## config.mk

```make
export PLATFORM = sky130hd
export DESIGN_NAME = serial_subtractor
export DESIGN_NICKNAME = d
export VERILOG_FILES = /design/src/rtl/arith_pkg.sv /design/src/rtl/full_subtractor.sv /design/src/rtl/serial_subtractor.sv
export SDC_FILE = /design/constraint.sdc
export NUM_CORES = 1
export LEC_CHECK = 0
export BUFFER_PORTS_ARGS = -buffer_cell sky130_fd_sc_hd__buf_2
export CORE_ASPECT_RATIO = 0.9
export CORE_MARGIN = 4
export CORE_UTILIZATION = 44
export DETAILED_ROUTE_END_ITERATION = 6
export PLACE_DENSITY = 0.72
export RECOVER_POWER = 25
export SYNTH_ARGS = -nofsm -noshare
export SYNTH_HDL_FRONTEND = slang
export SYNTH_HIERARCHICAL = 1
export SYNTH_SLANG_ARGS = --single-unit
```

## constraint.sdc

```tcl
create_clock -name clk -period 1.61 [get_ports clk]
set_input_delay 0.0805 -clock clk [delete_from_list [all_inputs] [get_ports clk]]
set_output_delay 0.0805 -clock clk [all_outputs]
set_load 0.05 [all_outputs]
```

## src/rtl/arith_pkg.sv

```systemverilog
// Shared arithmetic definitions for the bit-serial datapath units.
// Holds the sequencer state encoding and the default operand width.
package arith_pkg;

   typedef enum logic [1:0] {
      IDLE = 2'd0,
      RUN  = 2'd1,
      DONE = 2'd2
   } state_t;

   localparam int DEFAULT_WIDTH = 8;

endpackage

```

## src/rtl/full_subtractor.sv

```systemverilog
// Single-bit full subtractor cell: d = a - b - bin, with borrow out.
// Purely combinational; the serial unit registers the borrow around it.
module full_subtractor
   import arith_pkg::*;
(
   input  logic a,
   input  logic b,
   input  logic bin,
   output logic d,
   output logic bout
);

   assign d    = a ^ b ^ bin;
   assign bout = (~a & b) | (~(a ^ b) & bin);

endmodule

```

## src/rtl/serial_subtractor.sv

```systemverilog
// Bit-serial unsigned subtractor: diff = a - b, one bit per clock, LSB first,
// with a start/busy/done handshake and a registered borrow between bits.
module serial_subtractor
   import arith_pkg::*;
#(
   parameter int WIDTH = DEFAULT_WIDTH
) (
   input  logic             clk,
   input  logic             rst_n,
   input  logic             start,
   input  logic [WIDTH-1:0] a,
   input  logic [WIDTH-1:0] b,
   output logic             busy,
   output logic             done,
   output logic [WIDTH-1:0] diff,
   output logic             borrow_out
);

   localparam int CW = $clog2(WIDTH);

   state_t           state;
   state_t           state_nxt;
   logic [WIDTH-1:0] a_sh;
   logic [WIDTH-1:0] b_sh;
   logic [WIDTH-2:0] r_sh;
   logic [WIDTH-1:0] r_nxt;
   logic             borrow;
   logic [CW-1:0]    cnt;
   logic             d;
   logic             bout;
   logic             accept;
   logic             last;

   full_subtractor u_fs (
      .a    (a_sh[0]),
      .b    (b_sh[0]),
      .bin  (borrow),
      .d    (d),
      .bout (bout)
   );

   // start is honoured in IDLE and DONE; a running operation is never re-sampled
   assign accept = start && (state != RUN);
   assign last   = (state == RUN) && (cnt == CW'(WIDTH - 1));
   // r_sh keeps the bits already produced; the new bit enters from the MSB side
   assign r_nxt  = {d, r_sh};

   assign busy = (state == RUN);
   assign done = (state == DONE);

   always_ff @(posedge clk or negedge rst_n) begin
      if (!rst_n)
         state <= IDLE;
      else
         state <= state_nxt;
   end

   always_comb begin
      state_nxt = state;
      case (state)
         IDLE:    if (start) state_nxt = RUN;
         RUN:     if (last)  state_nxt = DONE;
         DONE:    state_nxt = start ? RUN : IDLE;
         default: state_nxt = IDLE;
      endcase
   end

   always_ff @(posedge clk or negedge rst_n) begin
      if (!rst_n) begin
         a_sh       <= '0;
         b_sh       <= '0;
         r_sh       <= '0;
         borrow     <= 1'b0;
         cnt        <= '0;
         diff       <= '0;
         borrow_out <= 1'b0;
      end else if (accept) begin
         a_sh   <= a;
         b_sh   <= b;
         borrow <= 1'b0;
         cnt    <= '0;
      end else if (state == RUN) begin
         a_sh   <= a_sh >> 1;
         b_sh   <= b_sh >> 1;
         r_sh   <= r_nxt[WIDTH-1:1];
         borrow <= bout;
         cnt    <= cnt + 1'b1;
         // outputs only move on the completion edge and hold otherwise
         if (last) begin
            diff       <= r_nxt;
            borrow_out <= bout;
         end
      end
   end

endmodule

```

==> reports/metrics.yaml, run 1 <==
run_status: "finished clean"
rsz0062_at_grt: "no"
finClkSkew_ps: 5.37
drc: 0
cts_max_level: 2
vias: 970
dieArea_mm2: 0.00521
vdd_ir_drop_max_mv: 1.27
slew_headroom_pct: 39.2
comb_power_share_pct: 44.1
synth_seq_cells: 38
hold_depth: 3
avgSynthCellArea_um2: 16.0
power_leakage_nw: 1.11
grt_pass1_vias: 1057
grt_pass1_wl_um: 5110
syn_nets: 135
fmax_mhz: 650
design.core.area_mm2: 0.00384
layout-drive-gt1-share_pct: 59.3
arrival_ps: 1710
port_buffers: 29
ant_nets: 0
antenna_found_initial: 0
netSwitchingFraction_pct: 33.5
p_per_area_mw_per_mm2: 2190
clockBufferDepth: 2
yosysUniqueCellTypes: 15
grt_max_degree: 39
place_hpwl_um: 2150
critPathCaptureType: "flop"
io_pins: 30
worstMarginPinSlew_ps: 912
die_h_um: 68.9
worstPathRequired_ps: 1780
clock_sinks: 38
internal-power_mw: 3.14
finalHoldViolCount: 0
drt-initial-drc-count: 52
critPathKind: "reg2reg"
r2r_cells: 5
placementRows: 21
path_cells: "ha_1, ha_1, nand3b_1, buf_6, mux2_2"
r2r_slack_ps: 70
r2r-end: "diff[1]"
critPathSlowestCell: "dfrtp_1"
diodes: 0
start_util_pct: 47.2
wl_per_cell_um: 15.6
critPathTopFamily: "adder cells"
viasPerCell: 4.95
clk_pin_slew_worst_paths_ps: 70
seq_area_frac_synth_pct: 52.5
period_minus_slack_ps: 1540
fin_nets: 171
holdPathEnd: "a_sh[7]"
syn_inst: 113
cp_common_cell: "ha_1"
clockPowerShare_pct: 20.9
totalWireLength_um: 3060
cts_tree: "done"
fin_area_mm2: 0.00216
fin_util_pct: 56.3
hold_class: "in2reg"
maxCapViolCount: 0
worst-path-buf-inv: 1
grt_usage_pct: 13.5
overflow: 0
seq_power_share_pct: 35.0
path_max_fanout: 10
area_growth_pct: 19.3
cts_made_buffers: 5
root_buffer: "clkbuf_8"
max_stage_delay_ps: 400
hp-start: "a[7]"
reg2reg_from: "cnt[0]"
yosysWarnings: 6
finalWeightedCongestion: 0.747
final_max_slew_viol_count: 0
cp-start-kind: "flop"
clk-insertion-delay-late_ps: 280
dr.pass1.iters: 3
placed_area_mm2: 0.00201
die_x_um: 75.6
syn_area_mm2: 0.00181
timing.setup.tns_ps: 0
post-route-period-util_pct: 95.6
p_switching_mw: 1.58
setup-violations-final: 0
==> worst max-delay path by stage <==
stage | from | end | slack [ps] | cells after the start
3_3_place_gp | cnt[0] | diff[1] | 120 | 5
5_1_grt | cnt[0] | diff[5] | 6 | 5
2_1_floorplan | state[1] | r_sh[1] | 70 | 4
6_report | cnt[0] | diff[1] | 70 | 5
4_1_cts | cnt[0] | diff[3] | 30 | 5
3_5_place_dp | cnt[0] | diff[3] | 50 | 5
==> cells in the final DEF, fill, tap and decap left out, types with 2 or more instances in the layout <==
cell type | Yosys | layout
buf_2 | 1 | 29
bufinv_16 | 0 | 2
nor2_1 | 2 | 2
dfrtp_1 | 38 | 38
mux2_2 | 16 | 16
clkbuf_8 | 0 | 6
nand2b_1 | 2 | 2
mux2i_1 | 3 | 3
mux2_4 | 31 | 31
buf_4 | 1 | 2
ha_1 | 2 | 2
nor2b_1 | 4 | 4
inv_1 | 6 | 6
==> sequential cells by signal, indices dropped and copies added, names as in the netlist <==
register	flops
b_sh	8
state	2
a_sh	8
diff	8
borrow	1
borrow_out	1
cnt	3
r_sh	7
==> repair_timing <==
item | 4_1_cts | 5_1_grt
gates resized for setup | 0 | 1
buffers inserted | 0 | 0
hold endpoints to repair | 38 | 0
endpoints found under the setup margin | 0 | 9
hold buffers | 1 | 0
==> worst min-delay path, delay by kind of cell <==
family	cells	cell delay, ps
buffers and inverters	1	70
and+or+nand+nor	1	80
muxes	1	60
==> power groups by stage <==
stage                     clock network (mW)  registers [mW]  logic, mW
after floorplan                            0            1.97       1.36
after global placement                     0            1.65       2.02
after detailed placement                   0            1.69       2.09
after CTS                               1.01            1.67       2.11
after global routing                    1.05            1.72       2.22
final                                  0.987            1.66       2.08
==> final cells by class <==
class                   count  area [um^2]
fillers                   326         1680
flip-flops and latches     38          951
multi-input cells          63          779
repair buffers             35          206
clock buffers               6         82.6
clock inverters             2         60.1
well taps                  46         57.6
inverters                   6         22.5
==> per-layer routing <==
metal | track usage [%] | share of wire, % | up-vias
met5 | 0 | 0 | -
met4 | 2.62 | 0.42 | 0
met3 | 4.78 | 4.6 | 2
met2 | 23.2 | 51 | 20
met1 | 16.5 | 44 | 487
li1 | - | - | 461
==> metrics by stage <==
stage                     total power [mW]  std cells  hold slack, ps  worst slack, ps
final                                 4.72        196            44.0             71.5
after global routing                  5.00        196            78.0             6.46
after floorplan                       3.33        113            -215             69.9
after detailed placement              3.77        187             154             52.5
after global placement                3.67        187             146              118
after CTS                             4.79        196            37.3             34.6
==> cell families (layout without fill, tap and decap cells) <==
kind of cell,count (synthesis),count (layout),synth area share [%]
AO/OA/AOI/OAI,1,1,0.346
adder cells (fa/ha/maj),3,3,2.49
buffers and inverters,12,49,4.42
flip-flops,38,38,52.5
multiplexers,50,50,37.3
AND/OR/NAND/NOR,9,9,2.90
==> Yosys cell counts <==
library cell	n	area (um^2)
dfrtp_1	38	951
mux2_4	31	465
mux2_2	16	180
inv_1	6	22.5
buf_6	4	45.0
nor2b_1	4	25.0
mux2i_1	3	30.0
ha_1	2	25.0
nand2b_1	2	12.5
nor2_1	2	7.51
buf_2	1	5.00
buf_4	1	7.51
fa_1	1	20.0
nand3b_1	1	7.51
o22ai_1	1	6.26
(Power assumes the default switching activity.)
==> inputs of run 2 (changes only) <==
--- a/config.mk
+++ b/config.mk
@@ -7,9 +7,10 @@
 export LEC_CHECK = 0
 export BUFFER_PORTS_ARGS = -buffer_cell sky130_fd_sc_hd__buf_2
 export CORE_ASPECT_RATIO = 0.9
-export CORE_MARGIN = 4
+export CORE_MARGIN = 2
 export CORE_UTILIZATION = 44
 export DETAILED_ROUTE_END_ITERATION = 6
+export GPL_TIMING_DRIVEN = 0
 export PLACE_DENSITY = 0.72
 export RECOVER_POWER = 25
 export SYNTH_ARGS = -nofsm -noshare
==> reports/metrics.yaml, run 2 (same netlist as run 1, synthesis figures left out) <==
run_status: "finished clean"
start_util_pct: 45.0  # -2.1 points
totalWireLength_um: 3020  # -1.4%
hold_class: "in2reg"
setup-violations-final: 0  # unchanged
fin_area_mm2: 0.00213  # -1.4%
top_regs: "a_sh (8), b_sh (8), diff (8)"
worstPathRequired_ps: 1780  # about the same
grt_usage_pct: 15.0  # +1.5 points
path_max_fanout: 10  # unchanged
grt_pass1_vias: 1123  # +6.2%
grt_pass1_wl_um: 5340  # +4.6%
critPathSlowestCell: "dfrtp_1"
slew_headroom_pct: 38.2  # -0.98 points
place_hpwl_um: 2080  # -3.3%
path_cells: "ha_1, ha_2, nand3b_1, buf_6, mux2_2"
finalHoldViolCount: 0  # unchanged
overflow: 0  # unchanged
area_growth_pct: 17.6
finClkSkew_ps: 5.22  # -0.145 ps
diodes: 0  # unchanged
cts_max_level: 2  # unchanged
cp-start-kind: "flop"
power_leakage_nw: 1.07  # -3.6%
finalWeightedCongestion: 0.753  # +0.88%
final_common_cell: "dfrtp_1"
period_minus_slack_ps: 1520  # -14.7 ps
critPathKind: "reg2reg"
drt-initial-drc-count: 51  # -1.9%
fin_nets: 172  # +0.58%
rsz0062_at_grt: "no"
ant_nets: 0  # unchanged
antenna_found_initial: 0  # unchanged
dpl_worst_slack_ps: -26.7  # -79.2 ps
clk_pin_slew_worst_paths_ps: 70  # about the same
max_stage_delay_ps: 400  # about the same
clk-insertion-delay-late_ps: 280  # about the same
postCtsSetupBuffers: 0  # unchanged
vias: 979  # +0.93%
cp-startpoint: "cnt[0]"
fmax_mhz: 656  # +0.96%
post-route-period-util_pct: 94.6  # -0.91 points
p_per_area_mw_per_mm2: 2110  # -3.6%
hold_depth: 3  # unchanged
port_buffers: 29  # unchanged
io_pins: 30  # unchanged
r2r_cells: 5  # unchanged
viasPerCell: 4.92  # -0.59%
final_cell_mix: "38 x dfrtp_1, 31 x mux2_4, 18 x buf_2"
drc: 0  # unchanged
setup_slack_ps: 86.2  # +14.7 ps
clockBufferDepth: 2  # unchanged
cts_tree: "done"
final_max_slew_viol_count: 0  # unchanged
placementRows: 22  # +4.8%
timing.setup.tns_ps: 0  # unchanged
hp-start: "b[7]"
root_buffer: "clkbuf_8"
die_h_um: 64.9  # -5.8%
design.core.area_mm2: 0.00402  # +4.8%
arrival_ps: 1690  # -20 ps
grt_max_degree: 39  # unchanged
dr.pass1.iters: 2  # -1
cts_made_buffers: 5  # unchanged
critPathCaptureType: "flop"
dieArea_mm2: 0.00464  # -11%
vdd_ir_drop_max_mv: 1.02  # -20%
die_x_um: 71.6  # -5.3%
placed_area_mm2: 0.00202  # +0.50%
wl_per_cell_um: 15.2  # -2.9%
worstMarginPinSlew_ps: 927  # +14.7 ps
layout-drive-gt1-share_pct: 54.3  # -5.0 points
reg2reg_from: "cnt[0]"
clock_sinks: 38  # unchanged
maxCapViolCount: 0  # unchanged
## run 2: changes by cell type in the layout (fill, tap and decap cells not counted)
cell and delta:
clkbuf_1 +9, clkbuf_8 -1, clkbuf_2 +1, ha_1 -1, clkinv_2 +2, ha_2 +1
bufinv_16 -1, buf_6 +3, buf_2 -11, buf_12 -1
## run 2: where the power goes
part,switching (mW),internal [mW],total [mW]
registers,0.265,1.40,1.66
clock network,0.324,0.456,0.780
logic,0.993,1.05,2.04
total,1.58,2.90,4.49
## run 2: worst paths after layout
check / endpoint / slack [ps]
min: b_sh[7] / 50
min reg2reg: cnt[0] / 490
max in group asynchronous: a_sh[2] / 560
max reg2reg: diff[5] / 90
min in group asynchronous: diff[7] / 470
max: diff[5] / 90
## run 2: cell type report
class                           count  area [um^2]
Buffer                              6         57.6
Clock buffer                        5         68.8
Clock inverter                      3         40.0
Fill cell                         353         1890
Inverter                            6         22.5
Multi-Input combinational cell     63          782
Sequential cell                    38          951
Tap cell                           48         60.1
Timing Repair Buffer               30          146
## run 2: routing by layer
metal / up-vias / share of wire (%) / GRT usage [%]
met2: 16 / 48 / 24.4
met3: 2 / 3.5 / 3.73
met1: 501 / 48 / 19.5
met5: - / 0 / 0
li1: 460 / - / -
met4: 0 / 0.63 / 4.95
## run 2: timing repair
item,CTS,global route
endpoints found under the hold margin,38,0
endpoints found under the setup margin,9,10
pin swaps,0,0
hold buffers,1,0
gates cloned,0,0
gates resized for setup,1,4
## run 2: worst max-delay path, delay by kind of cell, from the launching register on
family / cells / cell delay, ps
adder cells (fa/ha/maj): 2 / 390
buffers and inverters: 1 / 170
AND/OR/NAND/NOR: 1 / 110
flip-flops: 1 / 400
multiplexers: 1 / 350
## run 2: metrics by stage
step | power (mW) | hold slack (ps) | utilization [%] | instances
after floorplan | 3.33 | -215 | - | 113
after global placement | 3.67 | 211 | 50.2 | 190
after detailed placement | 3.77 | 230 | 50.2 | 190
after CTS | 4.57 | 47.2 | 53.2 | 199
after global routing | 4.76 | 55.1 | 53.0 | 199
final | 4.49 | 48.0 | 53.0 | 199
==> inputs of run 3 (changes only) <==
--- a/config.mk
+++ b/config.mk
@@ -5,6 +5,7 @@
 export SDC_FILE = /design/constraint.sdc
 export NUM_CORES = 1
 export LEC_CHECK = 0
+export ABC_AREA = 1
 export BUFFER_PORTS_ARGS = -buffer_cell sky130_fd_sc_hd__buf_2
 export CORE_ASPECT_RATIO = 0.9
 export CORE_MARGIN = 2
==> reports/metrics.yaml, run 3 <==
critPathCaptureType: "primary output"
root_buffer: "clkbuf_8"
dpl_worst_slack_ps: 359  # +385 ps
cp-start-kind: "flop"
path_max_fanout: 10  # unchanged
synth_edf_count: 0  # unchanged
worstMarginPinSlew_ps: 924  # -2.60 ps
r2r-end: "diff[3]"
timing.setup.tns_ps: 0  # unchanged
diodes: 0  # unchanged
fill_cells: 354  # +0.28%
drc: 0  # unchanged
clk_pin_slew_worst_paths_ps: 70  # about the same
maxCapViolCount: 0  # unchanged
finalHoldViolCount: 0  # unchanged
grt_pass1_vias: 1257  # +12%
post-route-period-util_pct: 94.5  # -0.11 points
rsz0062_at_grt: "no"
fin_util_pct: 53.2  # +0.21 points
endpoint: "busy"
drt-initial-drc-count: 88  # +73%
totalWireLength_um: 3180  # +5.3%
overflow: 0  # unchanged
clockBufferDepth: 2  # unchanged
clockPowerShare_pct: 17.3  # about the same
period_minus_slack_ps: 1520  # -1.81 ps
port_buffers: 28  # -3.4%
setup-violations-final: 0  # unchanged
syn_inst: 182  # +61%
cts_made_buffers: 5  # unchanged
top_regs: "a_sh (8), b_sh (8), diff (8)"
p_switching_mw: 1.68  # +6.2%
seq_power_share_pct: 41.0  # +3.9 points
avgSynthCellArea_um2: 9.08  # -43%
yosysWarnings: 6  # unchanged
worstPathRequired_ps: 1530  # -250 ps
design.core.area_mm2: 0.00365  # -9.1%
grt_pass1_wl_um: 5610  # +5.0%
fin_area_mm2: 0.00194  # -8.8%
hold_ws_ps: 19.2  # -28.8 ps
cp-startpoint: "state[0]"
synthTopCellsByCount: "58 x nand2_1, 49 x nand3_1, 38 x dfrtp_1"
placementRows: 21  # -4.5%
p_per_area_mw_per_mm2: 1990  # -5.6%
hold_class: "in2reg"
viasPerCell: 4.89  # -0.59%
seq_area_frac_synth_pct: 57.5  # +5.0 points
die_x_um: 68.6  # -4.2%
finalWeightedCongestion: 0.777  # +3.1%
grt_max_degree: 39  # unchanged
vias: 1296  # +32%
synth_seq_cells: 38  # unchanged
ant_nets: 0  # unchanged
synth_ff_type: "dfrtp_1"
fmax_mhz: 657  # +0.12%
antenna_found_initial: 0  # unchanged
yosysUniqueCellTypes: 17  # +2
p_total_mw: 3.86  # -14%
post_layout_nonfiller_instances: 265  # +33%
multiInputGateArea_um2: 603  # -23%
wl_per_cell_um: 12.0  # -21%
seqCellArea_um2: 951  # unchanged
arrival_ps: 1440  # -250 ps
dieArea_mm2: 0.00426  # -8.2%
place_hpwl_um: 2150  # +3.3%
die_h_um: 62.1  # -4.2%
final_max_slew_viol_count: 0  # unchanged
synth_top_area_share_pct: 57.5  # +5.0 points
netSwitchingFraction_pct: 43.5  # +8.2 points
io_pins: 30  # unchanged
critPathKind: "reg2out"
grt_usage_pct: 17.6  # +2.6 points
dp_cells: 256  # +35%
netlist_top_cells_area: "dfrtp_1 58%, nand3_1 15%, nand2_1 13%"
power_leakage_nw: 1.00  # -5.9%
internal-power_mw: 2.18  # -25%
slew_headroom_pct: 38.4  # +0.17 points
cts_tree: "done"
layout-drive-gt1-share_pct: 18.7  # -36 points
vdd_ir_drop_max_mv: 0.745  # -27%
syn_area_mm2: 0.00165  # -8.7%
area_growth_pct: 17.5  # about the same
comb_power_share_pct: 41.7  # -3.8 points
setup_slack_ps: 88.0  # +1.81 ps
synthMostInstantiatedCell: "nand2_1"
clock_sinks: 38  # unchanged
dr.pass1.iters: 4  # +2
fin_nets: 240  # +40%
r2r_slack_ps: 370  # +280 ps
r2r_cells: 6  # +1
synth_async_sr_flop_share_pct: 100  # unchanged
syn_nets: 204  # +51%
final_common_cell: "nand2_1"
clk-insertion-delay-late_ps: 290  # about the same
run_status: "finished clean"
finClkSkew_ps: 9.19  # +3.97 ps
final_cell_mix: "58 x nand2_1, 49 x nand3_1, 38 x dfrtp_1"
placed_area_mm2: 0.00185  # -8.2%
reg2reg_from: "cnt[0]"
yosysTopAreaCell: "dfrtp_1"
start_util_pct: 45.3  # +0.21 points
cts_max_level: 2  # unchanged
[run 3: changes by cell type after synthesis, moves of 3 or more]
cell and change:
buf_2 +6, nand2_1 +58, mux2i_1 -3, o21ai_0 +7
mux2_4 -31, nor2b_1 -4, nand3_1 +49, mux2_2 -16
[run 3: routing by layer]
metal	routed length [um]	part of all wire (%)	GRT usage, %	vias to the layer above
li1	-	-	-	667
met1	1510	48	24.2	602
met2	1460	46	25.5	19
met3	118	3.7	4.35	8
met4	84	2.6	9.00	0
met5	0	0	0	-
[run 3: worst min path at each step]
stage | startpoint | to | slack (ps) | cells after the start
after floorplan | rst_n | a_sh[0] | -220 | 0
after global placement | rst_n | diff[1] | 230 | 1
after detailed placement | rst_n | r_sh[1] | 230 | 1
after CTS | b[7] | b_sh[7] | 20 | 3
after global routing | b[1] | b_sh[1] | 30 | 3
final | b[1] | b_sh[1] | 20 | 3
[run 3: power by group through the flow]
| stage | sequential (mW) | combinational [mW] | clock (mW) |
|---|---|---|---|
| after global placement | 1.58 | 1.63 | 0 |
| after detailed placement | 1.60 | 1.66 | 0 |
| after CTS | 1.58 | 1.66 | 0.681 |
| after floorplan | 1.91 | 0.932 | 0 |
| final | 1.58 | 1.61 | 0.668 |
| after global routing | 1.64 | 1.83 | 0.721 |
[run 3: cells by family after synthesis]
| group | share of synthesized area, % |
|---|---|
| AND/OR/NAND/NOR | 31.3 |
| flip-flops | 57.5 |
| buffers and inverters | 5.98 |
| AO/OA/AOI/OAI | 2.50 |
| adder cells (fa/ha/maj) | 2.73 |
[run 3: area by class of cell]
type / instances / area share (%)
Multi-Input combinational cell: 124 / 31.1
Tap cell: 46 / 2.96
Clock buffer: 7 / 4.45
Clock inverter: 1 / 0.258
Sequential cell: 38 / 49.0
Timing Repair Buffer: 29 / 7.28
Inverter: 10 / 1.93
Buffer: 10 / 3.09
[run 3: critical path, cell delays in order, from the launching register on]
cell and delay, ps:
dfrtp_1 450, inv_2 70, nor2_4 210, buf_6 180, clkbuf_4 230
[run 3: timing repair]
action,4_1_cts,5_1_grt
buffers inserted,0,0
setup endpoints to repair,0,1
resized for setup,0,1
hold buffers,1,0
endpoints found under the hold margin,38,0
